### config.mk
export PLATFORM = sky130hd
export DESIGN_NAME = uart_rx_fifo
export DESIGN_NICKNAME = d
export VERILOG_FILES = /design/src/rtl/uart_rx_fifo.sv
export SDC_FILE = /design/constraint.sdc
export NUM_CORES = 1
export LEC_CHECK = 0
export BUFFER_PORTS_ARGS = -buffer_cell sky130_fd_sc_hd__buf_2
export CORE_MARGIN = 4
export CORE_UTILIZATION = 62
export CTS_CLUSTER_DIAMETER = 150
export DETAILED_ROUTE_END_ITERATION = 7
export GPL_ROUTABILITY_DRIVEN = 1
export PLACE_DENSITY = 0.77
export SYNTH_ARGS = -nofsm -noshare
export SYNTH_HDL_FRONTEND = slang
export SYNTH_SLANG_ARGS = --single-unit
### constraint.sdc
create_clock -name CLK_I -period 3.9 [get_ports CLK_I]
set_input_delay 0.39 -clock CLK_I [delete_from_list [all_inputs] [get_ports CLK_I]]
set_output_delay 0.39 -clock CLK_I [all_outputs]
set_load 0.02 [all_outputs]
### src/rtl/uart_rx_fifo.sv
// UART receiver with 16x oversampling, per-character error flags and a
// first-word-fall-through receive FIFO with overrun and character-timeout status.
module uart_rx_fifo #(
  parameter int FIFO_DEPTH    = 16,
  parameter int TIMEOUT_CHARS = 4
) (
  input  logic        CLK_I,
  input  logic        RST_I,
  input  logic        RX_I,
  input  logic [15:0] DIVISOR_I,
  input  logic [1:0]  WLS_I,
  input  logic        PEN_I,
  input  logic        EPS_I,
  input  logic        FIFO_CLR_I,
  input  logic        RD_I,
  input  logic        CLR_OE_I,
  output logic [7:0]  DAT_O,
  output logic        PE_O,
  output logic        FE_O,
  output logic        BI_O,
  output logic        DR_O,
  output logic        OE_O,
  output logic [8:0]  COUNT_O,
  output logic        TIMEOUT_O
);

  localparam int AW = $clog2(FIFO_DEPTH);
  localparam logic [31:0] TO_CHARS = 32'(TIMEOUT_CHARS);

  typedef enum logic [2:0] {S_IDLE, S_START, S_DATA, S_PARITY, S_STOP, S_BRKWAIT} state_t;

  logic          r_rx_s1, r_rx_s2, r_rx_d;
  logic          w_rx, w_fall;
  logic [15:0]   r_div_cnt, r_div_m1, w_div_m1;
  logic          w_tick;
  state_t        r_state;
  logic [3:0]    r_sub;
  logic [2:0]    r_bitcnt, w_last;
  logic [7:0]    r_shift;
  logic          r_par, r_pe, r_allz;
  logic [1:0]    r_wls;
  logic          r_pen, r_eps;
  logic          r_push;
  logic [10:0]   r_push_dat;
  logic [10:0]   r_mem [FIFO_DEPTH];
  logic [AW-1:0] r_wr_ptr, r_rd_ptr;
  logic [8:0]    r_count;
  logic          r_oe;
  logic          w_full, w_pop, w_wr, w_ovr;
  logic [10:0]   w_head;
  logic [3:0]    w_frame_bits;
  logic [31:0]   w_to_thr, r_to_cnt;
  logic          r_timeout;

  // Input synchronizer; r_rx_d holds the previous synchronized level for edge detection
  always_ff @(posedge CLK_I or negedge RST_I) begin
    if (!RST_I) begin
      r_rx_s1 <= 1'b1;
      r_rx_s2 <= 1'b1;
      r_rx_d  <= 1'b1;
    end else begin
      r_rx_s1 <= RX_I;
      r_rx_s2 <= r_rx_s1;
      r_rx_d  <= r_rx_s2;
    end
  end

  assign w_rx   = r_rx_s2;
  assign w_fall = r_rx_d & ~w_rx;

  // Oversample tick; the divisor is re-latched only at the wrap
  assign w_div_m1 = (DIVISOR_I == 16'd0) ? 16'd0 : DIVISOR_I - 16'd1;
  assign w_tick   = (r_div_cnt == r_div_m1);

  always_ff @(posedge CLK_I or negedge RST_I) begin
    if (!RST_I) begin
      r_div_cnt <= 16'd0;
      r_div_m1  <= 16'd0;
    end else if (w_tick) begin
      r_div_cnt <= 16'd0;
      r_div_m1  <= w_div_m1;
    end else begin
      r_div_cnt <= r_div_cnt + 16'd1;
    end
  end

  assign w_last = 3'd4 + {1'b0, r_wls};

  // Receive FSM: every bit is sampled at sub-tick 7, the middle of the bit cell
  always_ff @(posedge CLK_I or negedge RST_I) begin
    if (!RST_I) begin
      r_state    <= S_IDLE;
      r_sub      <= 4'd0;
      r_bitcnt   <= 3'd0;
      r_shift    <= 8'd0;
      r_par      <= 1'b0;
      r_pe       <= 1'b0;
      r_allz     <= 1'b0;
      r_wls      <= 2'd0;
      r_pen      <= 1'b0;
      r_eps      <= 1'b0;
      r_push     <= 1'b0;
      r_push_dat <= 11'd0;
    end else begin
      r_push <= 1'b0;
      case (r_state)
        S_IDLE: begin
          if (w_fall) begin
            r_state  <= S_START;
            r_sub    <= 4'd0;
            r_bitcnt <= 3'd0;
            r_shift  <= 8'd0;
            r_par    <= 1'b0;
            r_pe     <= 1'b0;
            r_allz   <= 1'b1;
            r_wls    <= WLS_I;
            r_pen    <= PEN_I;
            r_eps    <= EPS_I;
          end
        end
        S_START: begin
          if (w_tick) begin
            r_sub <= r_sub + 4'd1;
            if (r_sub == 4'd7) r_state <= w_rx ? S_IDLE : S_DATA;
          end
        end
        S_DATA: begin
          if (w_tick) begin
            r_sub <= r_sub + 4'd1;
            if (r_sub == 4'd7) begin
              r_shift[r_bitcnt] <= w_rx;
              r_par             <= r_par ^ w_rx;
              if (w_rx) r_allz <= 1'b0;
              if (r_bitcnt == w_last) r_state <= r_pen ? S_PARITY : S_STOP;
              else r_bitcnt <= r_bitcnt + 3'd1;
            end
          end
        end
        S_PARITY: begin
          if (w_tick) begin
            r_sub <= r_sub + 4'd1;
            if (r_sub == 4'd7) begin
              r_pe <= ((r_par ^ w_rx) == r_eps);
              if (w_rx) r_allz <= 1'b0;
              r_state <= S_STOP;
            end
          end
        end
        S_STOP: begin
          if (w_tick) begin
            r_sub <= r_sub + 4'd1;
            if (r_sub == 4'd7) begin
              r_push     <= 1'b1;
              r_push_dat <= {r_allz & ~w_rx, ~w_rx, r_pe, r_shift};
              r_state    <= w_rx ? S_IDLE : S_BRKWAIT;
            end
          end
        end
        S_BRKWAIT: begin
          if (w_rx) r_state <= S_IDLE;
        end
        default: r_state <= S_IDLE;
      endcase
    end
  end

  // FIFO: a pop frees the head slot, so push+pop is accepted even when full
  assign w_full = (r_count == 9'(FIFO_DEPTH));
  assign w_pop  = RD_I && (r_count != 9'd0) && !FIFO_CLR_I;
  assign w_wr   = r_push && (!w_full || w_pop) && !FIFO_CLR_I;
  assign w_ovr  = r_push && w_full && !w_pop && !FIFO_CLR_I;

  always_ff @(posedge CLK_I or negedge RST_I) begin
    if (!RST_I) begin
      r_wr_ptr <= '0;
      r_rd_ptr <= '0;
      r_count  <= 9'd0;
      r_oe     <= 1'b0;
    end else begin
      if (FIFO_CLR_I) begin
        r_wr_ptr <= '0;
        r_rd_ptr <= '0;
        r_count  <= 9'd0;
      end else begin
        if (w_wr)  r_wr_ptr <= r_wr_ptr + AW'(1);
        if (w_pop) r_rd_ptr <= r_rd_ptr + AW'(1);
        if (w_wr && !w_pop)      r_count <= r_count + 9'd1;
        else if (w_pop && !w_wr) r_count <= r_count - 9'd1;
      end
      if (w_ovr)         r_oe <= 1'b1;
      else if (CLR_OE_I) r_oe <= 1'b0;
    end
  end

  always_ff @(posedge CLK_I) begin
    if (w_wr) r_mem[r_wr_ptr] <= r_push_dat;
  end

  // Character timeout, scaled by the frame format of the last received character
  assign w_frame_bits = 4'd7 + {2'b00, r_wls} + {3'b000, r_pen};
  assign w_to_thr     = TO_CHARS * {28'd0, w_frame_bits} * 32'd16;

  always_ff @(posedge CLK_I or negedge RST_I) begin
    if (!RST_I) begin
      r_to_cnt  <= 32'd0;
      r_timeout <= 1'b0;
    end else if (r_push || w_pop || FIFO_CLR_I) begin
      r_to_cnt  <= 32'd0;
      r_timeout <= 1'b0;
    end else if ((r_count != 9'd0) && w_tick && !r_timeout) begin
      r_to_cnt <= r_to_cnt + 32'd1;
      if (r_to_cnt + 32'd1 >= w_to_thr) r_timeout <= 1'b1;
    end
  end

  assign w_head    = (r_count != 9'd0) ? r_mem[r_rd_ptr] : 11'd0;
  assign DAT_O     = w_head[7:0];
  assign PE_O      = w_head[8];
  assign FE_O      = w_head[9];
  assign BI_O      = w_head[10];
  assign DR_O      = (r_count != 9'd0);
  assign OE_O      = r_oe;
  assign COUNT_O   = r_count;
  assign TIMEOUT_O = r_timeout;

endmodule

### Word-level counts from Yosys, hierarchy flattened

Memory sizes are Yosys's and may differ from the RTL's.
Cells that the tools add are included.

| word-level totals | value |
|---|---|
| memory bits (read-only) | 0 |
| word-level logic and storage cells | 177 |
| bits in latches | 0 |
| memories | 1 |
| input port bits | 26 |
| bits in registers | 123 |
| RAM bits | 176 |

| operators by class | value |
|---|---|
| add/subtract/negate cells | 12 |
| bitwise gates (word level) | 4 |
| divide/modulo/power cells | 0 |
| shift operators | 0 |
| eq/ne operators | 26 |
| order comparisons | 3 |
| mux-type cells | 64 |
| multiply operators | 0 |
| reductions and logical operators | 44 |

Memory list:

| memory | depth | width | read ports | clocked after Yosys merged registers in | wr ports | RTL line | source |
|---|---|---|---|---|---|---|---|
| r_mem | 16 | 11 | 1 | 0 | 1 | 45 | `logic [10:0] r_mem [FIFO_DEPTH];` |

Operators by type and width:

| operator | number |
|---|---|
| 32-bit 2-to-1 mux | 2 |
| 3-bit 2-to-1 mux | 17 |
| 32-bit by 1-bit adder with 32-bit output (second input constant) | 1 |
| 32-bit by 10-bit >= comparator with 1-bit output | 1 |
| 16-bit 2-to-1 mux | 2 |
| 9-bit 2-to-1 mux | 3 |
| 4-bit 2-to-1 mux | 6 |
| 8-bit 2-to-1 mux | 3 |
| 2-bit inequality test (second input constant) | 12 |
| 1-bit 2-to-1 mux | 20 |
| 3-bit one-hot mux with 6 select lines | 1 |
| 2-bit nonzero test | 9 |
| 16-bit by 1-bit adder with 16-bit output (second input constant) | 1 |
| 16-bit equality test | 1 |
| 16-bit logical NOT | 1 |
| 8-bit one-hot mux with 2 select lines | 1 |
| 16-bit by 1-bit subtractor with 16-bit output (second input constant) | 1 |
| 4-bit by 1-bit adder with 4-bit output (second input constant) | 3 |
| 1-bit logical AND | 12 |
| 11-bit 2-to-1 mux | 1 |
| 11-bit AND reduction | 1 |
| 5-bit AND reduction | 2 |
| 9-bit by 1-bit adder with 9-bit output (second input constant) | 1 |
| 9-bit by 5-bit equality test with 1-bit output (second input constant) | 1 |
| 33 further kinds | 50 |

### Logic depth before layout (Yosys ltp)

| depth | value |
|---|---|
| word-level depth | 11 |
| gate-level depth with buffers | 14 |

### Worst setup path before layout

OpenSTA, ideal clock, no wires.

| path | value |
|---|---|
| kind | reg2reg |
| start point | reg r_count[1], in the netlist COUNT_O[1] |
| end point | reg r_count[6], in the netlist COUNT_O[6] |
| stages on the path, launching flop included | 14 |
| required time | 3.764 ns |
| path slack | 0.604 ns |
| buffers on the path | 0 |
| data arrival time | 3.161 ns |
| period minus slack after synthesis | 3.296 ns |
| setup time | 0.136 ns |
| path through | dfrtp_1 > nor4_1 > nand3b_1 > nand2_2 > nand3_1 > or2_2 > ha_1 > nor2b_1 > o21ai_0 > a21boi_0 > o21a_1 > or3_1 > nand3_1 > a21oi_1 |

| between the ends | value |
|---|---|
| word-level cells in the longest chain between the ends | 9 |
| elaborated cells between the ends (all ways) | 18 |
| classes of those cells | add/sub: 2; eq/ne: 1; mux: 3; reduce/logical: 12 |

RTL lines:

| what | RTL line | source |
|---|---|---|
| from (decl) | 47 | `logic [8:0] r_count;` |
| from (signal assigned) | 187 | `if (w_wr && !w_pop) r_count <= r_count + 9'd1;` |
| from (signal assigned) | 188 | `else if (w_pop && !w_wr) r_count <= r_count - 9'd1;` |
| branches (longest 9 deep; another with 9-bit by 1-bit subtractor with 9-bit output) | n/a |  |

Several ways; the timed one is not identified. The select of a mux whose other input is x is not followed.
A chain may end at the register's enable or synchronous reset.

### Worst setup path in the final report

| path | value |
|---|---|
| start point | reg r_count[7], in the netlist COUNT_O[7] |
| end point | reg r_count[6], in the netlist COUNT_O[6] |

| between the ends | value |
|---|---|
| word-level cells in the longest chain between the ends | 9 |
| elaborated cells between the ends (all ways) | 15 |
| classes of those cells | eq/ne: 1; mux: 2; reduce/logical: 12 |

RTL lines:

| what | RTL line | source |
|---|---|---|
| 9-bit nonzero test | 169 | `assign w_pop = RD_I && (r_count != 9'd0) && !FIFO_CLR_I;` |
| 1-bit logical AND (2 in a row) | 169 |  |
| 1-bit logical OR | 170 | `assign w_wr = r_push && (!w_full \|\| w_pop) && !FIFO_CLR_I;` |
| 1-bit logical AND (2 in a row) | 170 |  |
| 1-bit logical AND / 1-bit logical NOT (equally long branches) | 187, 188 |  |
| 9-bit 2-to-1 mux / 1-bit logical AND (equally long branches) | 187, 188 |  |
| 9-bit 2-to-1 mux / 3-bit nonzero test (equally long branches) | n/a |  |

Several ways; a longest one is shown, not always the timed one.

==> impl_metrics.csv <==
group,metric,value,unit
status,status,"finished clean",
cells_and_area,synthToLayoutAreaGrowth,11.13,%
cells_and_area,fill_cells,1497,
run,drv_cap,0,
grt,grt_max_degree,68,
power,cellPowerDensity,427.5,nW/um^2
power,internal-power,0.005196,W
synthesis,synth-adder-area-share,2.275,%
drt,met1_length,12.84,mm
synthesis,synth_edf_count,176,
sta,max-slew-margin-rel,35.98,%
cts,post_cts_buffers,0,
sta,slew_violations,0,
place,numPortBuffers,48,
cts,cts_buffer_depth,3,
drt,via_per_inst,6.194,
drt,wl_met3,1.552,mm
power,p_leak,6.255,nW
synthesis,synth_top_family_by_area,"simple AND/OR/NAND/NOR gates",
synthesis,ys_async_sr_fraction,41.14,%
cells_and_area,multi_input_area,5293,sq um
floorplan,die_y,158.7,um
drt,highest_layer,"met4",
cts,cts_sinks,299,
drt,routedWlPerCell,19.17,um
floorplan,fp.coreArea,22090,sq um
synthesis,synth_seq_area_share,59.43,%
floorplan,start_util,63.72,%
power,ir_worst_vdd,0.0006418,V
worst_setup_path,cp_max_fo,10,
drt,drt_iter0_drc,627,
floorplan,rows,54,
synthesis,ys_seq_elements,299,
worst_setup_path,worstPathRequired,4.32,ns
synthesis,syn_area_per_cell,12.38,sq um
synthesis,netlist_area,14080,sq um
place,post-place-ws,0.3944,ns
synthesis,syn_nets,1188,
synthesis,synth.area.mux_share,8.639,%
cts,insertion_delay,0.56,ns
synthesis,yosys_warnings,0,
hold_path,holdCritPathClass,"input port to flip-flop",
grt,grt_pass1_wl,47.25,mm
sta,setup_tns,0,ns
floorplan,die_w,158.7,um
synthesis,synth.distinct_cells,74,
place,place_inst,1436,
grt,grt_pass1_vias,9169,
floorplan,io_pins,49,
power,pwr-share-clk,41.8,%
power,combinationalPowerShare,6.5,%
sta,post-route-period-util,91.03,%
grt,grt_antenna_before_repair,1,
cts,cts-resized-gates,0,
drt,first_pass_iters,5,
sta,min_period,3.550,ns
drt,drt_wl_total,28.65,mm
place,hpwlAfterDp,18.48,mm
synthesis,synthCells,1137,
grt,grt_use_total,23.36,%
cts,htree_levels,1,
worst_setup_path,cp-end-kind,"flip-flop",
sta,hold_viol,0,
cells_and_area,seqCellArea,8371,sq um
synthesis,synth_ff_type,"edfxtp_1",
synthesis,synth-compound-area-share,9.697,%
cts,cts_root_buf,"clkbuf_16",
power,p_seq_share,51.7,%
sta,clock_skew,0.02673,ns
power,switchingPower,0.001491,W
synthesis,synth_simple_gate_area_share,12.37,%
cts,numCtsBuffers,30,
sta,setup_viol,0,
worst_setup_path,critical_path_class,"flip-flop to flip-flop",
drt,route.met2.wl,13.59,mm
drt,drc,0,
power,swShare,22.30,%
grt,overflow,0,
cts,clk_pin_slew,0.06,ns
worst_setup_path,worst_setup_path_start_kind,"flip-flop",
drt,dr_total_vias,9260,
cells_and_area,final_cells,1495,
floorplan,die_area,25180,sq um
sta,fin_ws,0.3499,ns
sta,clock.fmax,281.7,MHz
cells_and_area,drive_above_1_share,15.82,%
cts,cts_tree,"yes",
place,place.gp.congestion,0.8147,
synthesis,yosys.area_share.xor_xnor,4.542,%
sta,worst_pin_slew,0.9568,ns
drt,ant_nets,0,
worst_setup_path,arrival,3.97,ns
cells_and_area,finish.utilization,70.81,%
cells_and_area,final_nets,1241,
sta,rsz0062_at_grt,"false",
Yosys cell counts, types with 22 or more instances:
library cell	n	area (sq um)
clkbuf_1	45	168.9
dfrtp_1	120	3003
edfxtp_1	176	5285
ha_1	24	300.3
inv_1	39	146.4
mux2i_1	54	540.5
mux4_2	22	495.5
nand2_1	76	285.3
nand3_1	35	175.2
nor2_1	105	394.1
o21ai_0	68	340.3
o221ai_1	24	210.2
xnor2_1	49	429.2
xor2_1	24	210.2
cell usage in the layout (no fill, tap or decap), drive strengths merged, types with 24 or more instances in the layout:
cell	instances
nand3	37
o221ai	24
ha	24
nor2	105
nand2	77
buf	81
inv	39
xor2	24
o21ai	71
dfrtp	120
xnor2	49
edfxtp	176
clkbuf	35
mux2i	54
power by group through the flow:
stage / Clock [W] / Combinational (W) / Sequential, W
2_1_floorplan: 0 / 0.000345 / 0.00348
3_3_place_gp: 0 / 0.000420 / 0.00351
3_5_place_dp: 0 / 0.000437 / 0.00352
4_1_cts: 0.00285 / 0.000443 / 0.00346
5_1_grt: 0.00300 / 0.000500 / 0.00347
6_report: 0.00279 / 0.000437 / 0.00346
kinds of logic after synthesis:
group,count (synthesis)
AOI/OAI and AO/OA,204
adders and majority gates,25
and+or+nand+nor,343
muxes,92
DFF,299
xor gates and xnor gates,73
buffers and inverters,101
per-stage QoR:
step                power, W  area (sq um)  hold slack [ns]
global route        0.006969         15640          0.03538
CTS                 0.006751         15640          0.01429
finish              0.006687         15640          0.03330
detailed placement  0.003954         14650           0.3491
global placement    0.003934         14650           0.3472
floorplan           0.003824         14080          0.09441
critical path, cell delays in order (launching register included):
cell      delay (ns)
dfrtp_1         0.43
nor4_1          0.42
nand3b_1        0.20
nand2_2         0.26
nand3_1         0.22
or2_2           0.43
ha_1            0.32
nor2b_1         0.13
o21ai_0         0.19
a21boi_0        0.15
o21a_1          0.21
or3_1           0.31
nand3_1         0.09
a21oi_1         0.07
per-layer routing:
layer,vias up,track usage (%)
met4,0,5.971
met5,-,0
met2,263,37.80
met3,53,2.800
met1,4582,34.21
li1,4362,-
area by class of cell:
class | count | area share, %
Tap cell | 280 | 2.239
Multi-Input combinational cell | 737 | 33.83
Clock buffer | 35 | 4.983
Antenna cell | 1 | 0.01600
Timing Repair Buffer | 83 | 3.263
Sequential cell | 299 | 53.51
Clock inverter | 21 | 1.224
Inverter | 39 | 0.9358
flip-flops by register name, summed over array words and instances (netlist names), 2 cells and up:
signal      flops
r_rd_ptr        4
r_sub           4
r_mem         176
COUNT_O         9
r_div_m1       16
r_wr_ptr        4
r_div_cnt      16
r_to_cnt       32
r_wls           2
r_shift         8
r_state         3
r_push_dat     11
r_bitcnt        3
worst paths after layout:
path,from,endpoint,slack [ns],depth (start not counted)
worst max-delay path,COUNT_O[7]$_DFFE_PN0P_,COUNT_O[6]$_DFFE_PN0P_,0.35,13
worst min-delay path,CLR_OE_I,OE_O$_DFFE_PN0P_,0.03,2
worst max register to register,COUNT_O[7]$_DFFE_PN0P_,COUNT_O[6]$_DFFE_PN0P_,0.35,13
worst min register to register,r_rx_s1$_DFF_PN1_,r_rx_s2$_DFF_PN1_,0.36,0
max in group asynchronous,RST_I,r_rx_s2$_DFF_PN1_,2.43,3
min in group asynchronous,RST_I,r_to_cnt[19]$_DFFE_PN0P_,0.50,2
what timing repair did:
action | 4_1_cts | 5_1_grt
endpoints found under the setup margin | 0 | 0
hold buffers | 2 | 0
endpoints found under the hold margin | 66 | 0
(Power assumes the default switching activity.)
